### src/rtl/cache_mem_arbiter.sv
// Arbitrates one physical-memory port between the icache and dcache, one line
// transaction at a time, with round-robin priority when both sides request.
module cache_mem_arbiter #(
  parameter int LINE_W = 256,
  parameter int ADDR_W = 32
) (
  input  logic              clk,
  input  logic              rst,

  input  logic              i_pmem_read,
  input  logic [ADDR_W-1:0] i_pmem_address,
  output logic [LINE_W-1:0] i_pmem_rdata,
  output logic              i_pmem_resp,

  input  logic              d_pmem_read,
  input  logic              d_pmem_write,
  input  logic [ADDR_W-1:0] d_pmem_address,
  input  logic [LINE_W-1:0] d_pmem_wdata,
  output logic [LINE_W-1:0] d_pmem_rdata,
  output logic              d_pmem_resp,

  output logic              pmem_read,
  output logic              pmem_write,
  output logic [ADDR_W-1:0] pmem_address,
  output logic [LINE_W-1:0] pmem_wdata,
  input  logic [LINE_W-1:0] pmem_rdata,
  input  logic              pmem_resp,

  output logic [1:0]        dbg_state
);

  // Handshake: a requester holds its read/write level until its one-cycle
  // resp pulse; memory sees a held command level until its one-cycle pmem_resp.

  typedef enum logic [1:0] {
    IDLE    = 2'd0,
    SERVE_I = 2'd1,
    SERVE_D = 2'd2,
    DONE    = 2'd3
  } state_t;

  typedef enum logic {
    GRANT_I = 1'b0,
    GRANT_D = 1'b1
  } grant_t;

  state_t state, next_state;
  grant_t last_grant;

  logic [ADDR_W-1:0] addr_q;
  logic [LINE_W-1:0] wdata_q;
  logic              is_write_q;
  logic [LINE_W-1:0] i_rdata_q;
  logic [LINE_W-1:0] d_rdata_q;
  logic              i_resp_q;
  logic              d_resp_q;

  logic i_req, d_req;
  logic grant_i, grant_d;

  assign i_req = i_pmem_read;
  assign d_req = d_pmem_read | d_pmem_write;

  always_comb begin
    next_state = state;
    grant_i    = 1'b0;
    grant_d    = 1'b0;
    case (state)
      IDLE: begin
        if (i_req && d_req) begin
          // Tie goes to whichever side was not served last.
          if (last_grant == GRANT_I) grant_d = 1'b1;
          else                       grant_i = 1'b1;
        end else if (i_req) begin
          grant_i = 1'b1;
        end else if (d_req) begin
          grant_d = 1'b1;
        end
        if (grant_i)      next_state = SERVE_I;
        else if (grant_d) next_state = SERVE_D;
      end
      SERVE_I: if (pmem_resp) next_state = DONE;
      SERVE_D: if (pmem_resp) next_state = DONE;
      DONE:    next_state = IDLE;
      default: next_state = IDLE;
    endcase
  end

  always_ff @(posedge clk or negedge rst) begin
    if (!rst) state <= IDLE;
    else      state <= next_state;
  end

  always_ff @(posedge clk or negedge rst) begin
    if (!rst) begin
      last_grant <= GRANT_I;
      addr_q     <= '0;
      wdata_q    <= '0;
      is_write_q <= 1'b0;
      i_rdata_q  <= '0;
      d_rdata_q  <= '0;
      i_resp_q   <= 1'b0;
      d_resp_q   <= 1'b0;
    end else begin
      i_resp_q <= 1'b0;
      d_resp_q <= 1'b0;
      if (grant_i) begin
        addr_q     <= i_pmem_address;
        is_write_q <= 1'b0;
      end
      if (grant_d) begin
        addr_q     <= d_pmem_address;
        wdata_q    <= d_pmem_wdata;
        // A simultaneous read+write from dcache resolves to the write.
        is_write_q <= d_pmem_write;
      end
      if (state == SERVE_I && pmem_resp) begin
        i_rdata_q  <= pmem_rdata;
        i_resp_q   <= 1'b1;
        last_grant <= GRANT_I;
      end
      if (state == SERVE_D && pmem_resp) begin
        // Writebacks return nothing, so the dcache fill data stays intact.
        if (!is_write_q) d_rdata_q <= pmem_rdata;
        d_resp_q   <= 1'b1;
        last_grant <= GRANT_D;
      end
    end
  end

  assign pmem_read    = (state == SERVE_I) || ((state == SERVE_D) && !is_write_q);
  assign pmem_write   = (state == SERVE_D) && is_write_q;
  assign pmem_address = addr_q;
  assign pmem_wdata   = wdata_q;

  assign i_pmem_rdata = i_rdata_q;
  assign i_pmem_resp  = i_resp_q;
  assign d_pmem_rdata = d_rdata_q;
  assign d_pmem_resp  = d_resp_q;

  assign dbg_state = state;

endmodule

### config.mk
export PLATFORM = sky130hd
export DESIGN_NAME = cache_mem_arbiter
export DESIGN_NICKNAME = d
export VERILOG_FILES = /design/src/rtl/cache_mem_arbiter.sv
export SDC_FILE = /design/constraint.sdc
export NUM_CORES = 1
export LEC_CHECK = 0
export ABC_AREA = 1
export CORE_AREA = 2 2 548 550
export DETAILED_ROUTE_END_ITERATION = 8
export DIE_AREA = 0 0 550 552
export PLACE_DENSITY = 0.37
export SETUP_SLACK_MARGIN = 0.3
export SYNTH_ARGS = -nofsm -noshare
export SYNTH_HDL_FRONTEND = slang
export SYNTH_SLANG_ARGS = --single-unit
### constraint.sdc
create_clock -name clk -period 5 [get_ports clk]
set_clock_uncertainty 0.1 [all_clocks]
set_input_delay 1.5 -clock clk [delete_from_list [all_inputs] [get_ports clk]]
set_output_delay 1.5 -clock clk [all_outputs]
set_load 0.005 [all_outputs]
Word level (Yosys, flattened, before mapping). Index checks and enable logic that the tools add are counted.

RAM bits: 0. Register bits after elaboration: 806. Bits in latches: 0. Memory bits (read-only): 0. Memories kept: 0. Output and inout port bits: 806. Word-level logic and storage cells: 52.

Multiplexer cells: 23. Reductions and logical operators: 13. Add/sub/neg operators: 0. Order comparisons: 0. Divide/modulo/power cells: 0. Equality and inequality tests: 5. Bitwise gates (word level): 2. Multipliers: 0. Shift operators: 0.

Operators by type and width (count): 32-bit 2-to-1 mux (2); 1-bit 2-to-1 mux (17); 2-bit 2-to-1 mux (3); 2-bit one-hot mux with 3 select lines (1); 1-bit logical AND (5); 2-bit == test, second input constant (2); 2-bit AND reduction (2); 2-bit nonzero test (2); 3-bit inequality test, second input constant (1); 2-bit by 1-bit == test with 1-bit output, second input constant (1); 2-bit zero test (1); 2-bit by 1-bit inequality test with 1-bit output, second input constant (1); 2-bit OR reduction (1); 1-bit zero test (1); 1-bit logical OR (1); 1-bit NOT (1); 1-bit OR (1).

Logic depth before layout (Yosys ltp).
Depth in word-level cells: 8. Depth in mapped cells: 10.

Worst setup path after synthesis. OpenSTA, ideal clock, no wires.

Path kind: input to register. Start point: in d_pmem_read. End point: reg addr_q[0] (netlist: pmem_address[0]). Slack: 2527 ps. Cell stages on the path: 9. Buffers on the path: 2. Data arrival time: 2257 ps. Library setup time: 117 ps. Cells stage by stage: inv_1 > nand2_2 > nand3_2 > buf_2 > buf_4 > nand2_1 > nand2_1 > nand2_1 > nand2_1.

Cells in the longest elaborated chain, start to end: 7. Elaborated cells on any way between the ends: 12. Classes of those cells: 9 x mux; 1 x bitwise; 2 x reduce/logical.

Ends and longest elaborated chain: from (decl) (RTL line 15) `input logic d_pmem_read,`; 1-bit OR (*) (RTL line 62) `assign d_req = d_pmem_read | d_pmem_write;`; 1-bit 2-to-1 mux (RTL line 76) `end else if (d_req) begin`; 1-bit 2-to-1 mux (RTL line 74) `end else if (i_req) begin`; 1-bit 2-to-1 mux (RTL line 70) `if (i_req && d_req) begin`; 1-bit 2-to-1 mux (2 in a row) (RTL line 68) `case (state)`; 32-bit 2-to-1 mux / 2-bit nonzero test (equally long branches); to (signal assigned) (RTL line 108) `addr_q <= i_pmem_address;`; to (signal assigned) (RTL line 112) `addr_q <= d_pmem_address;`; to (decl) (RTL line 50) `logic [ADDR_W-1:0] addr_q;`.

Mark *: on every way between the ends. The rest lies on a longest branch, timed or not. The select of a mux whose other input is x is not followed. A chain may end at the register's enable or synchronous reset.

Final worst setup path.
Start point: reg state[1] (netlist: dbg_state[1]). End point: out pmem_read.

Cells in the longest elaborated chain, start to end: 3. Elaborated cells on any way between the ends: 4. Classes of those cells: 2 x eq/ne; 2 x reduce/logical.

Ends and longest elaborated chain: from (decl) (RTL line 47) `state_t state, next_state;`; from (signal assigned) (RTL line 91) `else state <= next_state;`; 2-bit == test (RTL line 131) `assign pmem_read = (state == SERVE_I) || ((state == SERVE_D) && !is_write_q);`; 1-bit logical AND (RTL line 131); 1-bit logical OR (*) (RTL line 131); to (decl) (RTL line 22) `output logic pmem_read,`.

Mark *: on every way between the ends. The rest lies on a longest branch, timed or not.

==> run summary <==
status: finished, final reports clean
fmax: 251 MHz
aggregate global routing overflow: 0
GR Util All Layers: 13.0%
Synth Area in Simple Gates: 18.9%
chip width: 550 um
slew margin rel.: 43.9%
Pre-antenna DRT Iters: 5
Compound-Gate Fraction of Synth Area: 8.51%
Syn Nets: 3,870
multiplexer share of the synthesized area: 0%
max-cap check violation count: 0
Seq/Total Area, Yosys: 66.2%
CTS tree: done
startpoint types: flop
number of unique standard cell types used by synthesis: 18
Final ANT Viol Nets: 0
Max FO, Critical Path: 4
most frequent cells in the layout: nand2_1, clkdlybuf4s50_1, dfrtp_1
Initial Util: 10.2%
fin util: 17.8%
dpl hpwl: 168 mm
#FFs+latches synth: 806
Final Setup Violations: 0
Worst EP arrival: 2.39 ns
minimum clock period: 3.99 ns
largest net degree at the start of global routing: 142
Avg Cell Area, Syn: 9.28 um2
initial antenna violation count: 163
prevailing post-synth register cell: dfrtp_1
WL final: 205 mm
vias in the first global route: 29,183
gpl congestion: 0.880
slowest stage cell, crit path: clkdlybuf4s50_1
Reg clk slew, reported paths: 0.06 ns
Avg WL per Cell: 23.4 um
synth warn: 0
clk sinks: 806
post-route cell area: 0.0532 mm2
Post-synth ARST share: 100%
Critical Path Max Stage Delay: 0.56 ns
Cell Area, Placed: 0.0493 mm2
die area: 0.304 mm2
drt via density: 3.24
# rows: 201
CP cell instances: inv_1, ha_1, a21o_1, clkdlybuf4s50_1
largest family of logic cells by synthesized area: simple AND/OR/NAND/NOR gates
root buffer cell: clkbuf_16
RSZ-0062 raised after global routing: no
Post-route DRC: 0
synthesis-to-finish area growth: 74.4%
Syn Inst Count: 3,285
Setup Buffers After CTS: 0
share of cells above drive strength 1: 5.37%
Port-buffer cells: 1,387
post-synthesis xor/xnor area fraction: 0%
clk_lat worst skew: 0.80 ns
post-synthesis adder-cell area fraction: 0.123%
drt initial violations: 1,721
TNS Setup: 0 ns
Hold Buf Count CTS: 0
# H-tree levels: 3
layout net count: 5,250
Post-synth EDFFs: 0
Top Ports: 1,388
critical path class: reg -> out
via count: 28,377
first-pass GRT wire length: 270 mm
Max VDD drop: 300 uV
final count of hold timing violations: 0
WP data required: 3.40 ns
hold crit path type: reg -> reg
Die H: 552 um
Pins Over Slew Limit: 0
Least-Margin Pin Slew: 0.842 ns
mapped cell area: 0.0305 mm2
crit end category: output port
Clock Tree Buf Depth: 4
Floorplan Core Area: 0.298 mm2
Num CTS Buffers: 111
most common cell after layout, fill and taps aside: nand2_1
post-cts sizing count: 0
PD cells: 633 mW/mm2
Leakage: 0.0239 uW
final worst-path cycle share: 79.8%
[per-stage QoR]
stage	worst slack, ns	hold WS, ns	total power (uW)	std cells
finish	1.01	0.377	33600	8755
global route	0.882	0.392	35900	8718
CTS	0.906	0.382	34400	8707
detailed placement	0.991	0.366	25800	8510
global placement	1.02	0.361	25700	8510
floorplan	2.53	0.372	15500	3285
[layer usage]
layer	vias up	track usage (%)	wire length, um
met5	-	0	675
met4	100	3.41	6130
met3	369	7.15	25900
met2	1343	22.3	97900
met1	13512	13.7	74000
li1	13053	-	-
[critical path, delay by kind of cell, from the launching register on]
kind,cells,cell delay (ns)
AOI/OAI and AO/OA,1,0.18
DFF,1,0.50
buffers and inverters,2,0.67
adders and majority gates,1,0.24
[power breakdown]
group          leakage (uW)  internal (uW)  switching [uW]
clock network       0.00182           4890            3350
registers            0.0101           9580            2010
logic                0.0120           7080            6730
total                0.0239          21600           12100
[cells by family (layout without fill, tap and decap cells)]
family                     after synthesis  count (layout)
other                                    0              48
AOI/OAI and AO/OA                      516             516
buffers and inverters                  460            1924
and+or+nand+nor                       1500            1500
adders and majority gates                3               3
DFF                                    806             806
[final cells by class]
class                      count  area, um2
inverter                     269       1020
multi-input combinational   2019       8440
fill                       33437     245000
sequential                   806      20200
clock inverter                41        546
tap                         3958       4950
clock buffer                 156       3180
timing repair buffer        1458      14700
antenna                       48        120
[Yosys cell counts (2+ instances only)]
cell / instances / area [um2]
nand2_1: 1424 / 5350
dfrtp_1: 806 / 20200
o21ai_0: 513 / 2570
inv_1: 267 / 1000
clkbuf_1: 89 / 334
buf_2: 70 / 350
nand3_1: 36 / 180
nand4_1: 32 / 200
buf_4: 27 / 203
buf_1: 5 / 18.8
nor2_1: 4 / 15.0
ha_1: 3 / 37.5
nand2_2: 3 / 18.8
inv_2: 2 / 7.51
[registers in the layout (all words and copies together), names as in the netlist]
name,flops
pmem_wdata,256
i_pmem_resp,1
d_pmem_rdata,256
d_pmem_resp,1
pmem_address,32
dbg_state,2
last_grant,1
i_pmem_rdata,256
is_write_q,1
[path summary, 6_finish.rpt]
kind,start,to,slack [ns],depth (start not counted)
max in group asynchronous,rst,pmem_wdata[51]$_DFFE_PN0P_,3.03,2
hold / removal,pmem_wdata[0]$_DFFE_PN0P_,pmem_wdata[0]$_DFFE_PN0P_,0.38,2
setup reg to reg,dbg_state[1]$_DFFE_PN0P_,pmem_wdata[62]$_DFFE_PN0P_,2.02,7
min in group asynchronous,rst,pmem_wdata[153]$_DFFE_PN0P_,0.59,1
hold reg to reg,pmem_wdata[0]$_DFFE_PN0P_,pmem_wdata[0]$_DFFE_PN0P_,0.38,2
setup / recovery,dbg_state[1]$_DFFE_PN0P_,pmem_read,1.01,4
Power figures use the tool's default switching activity.
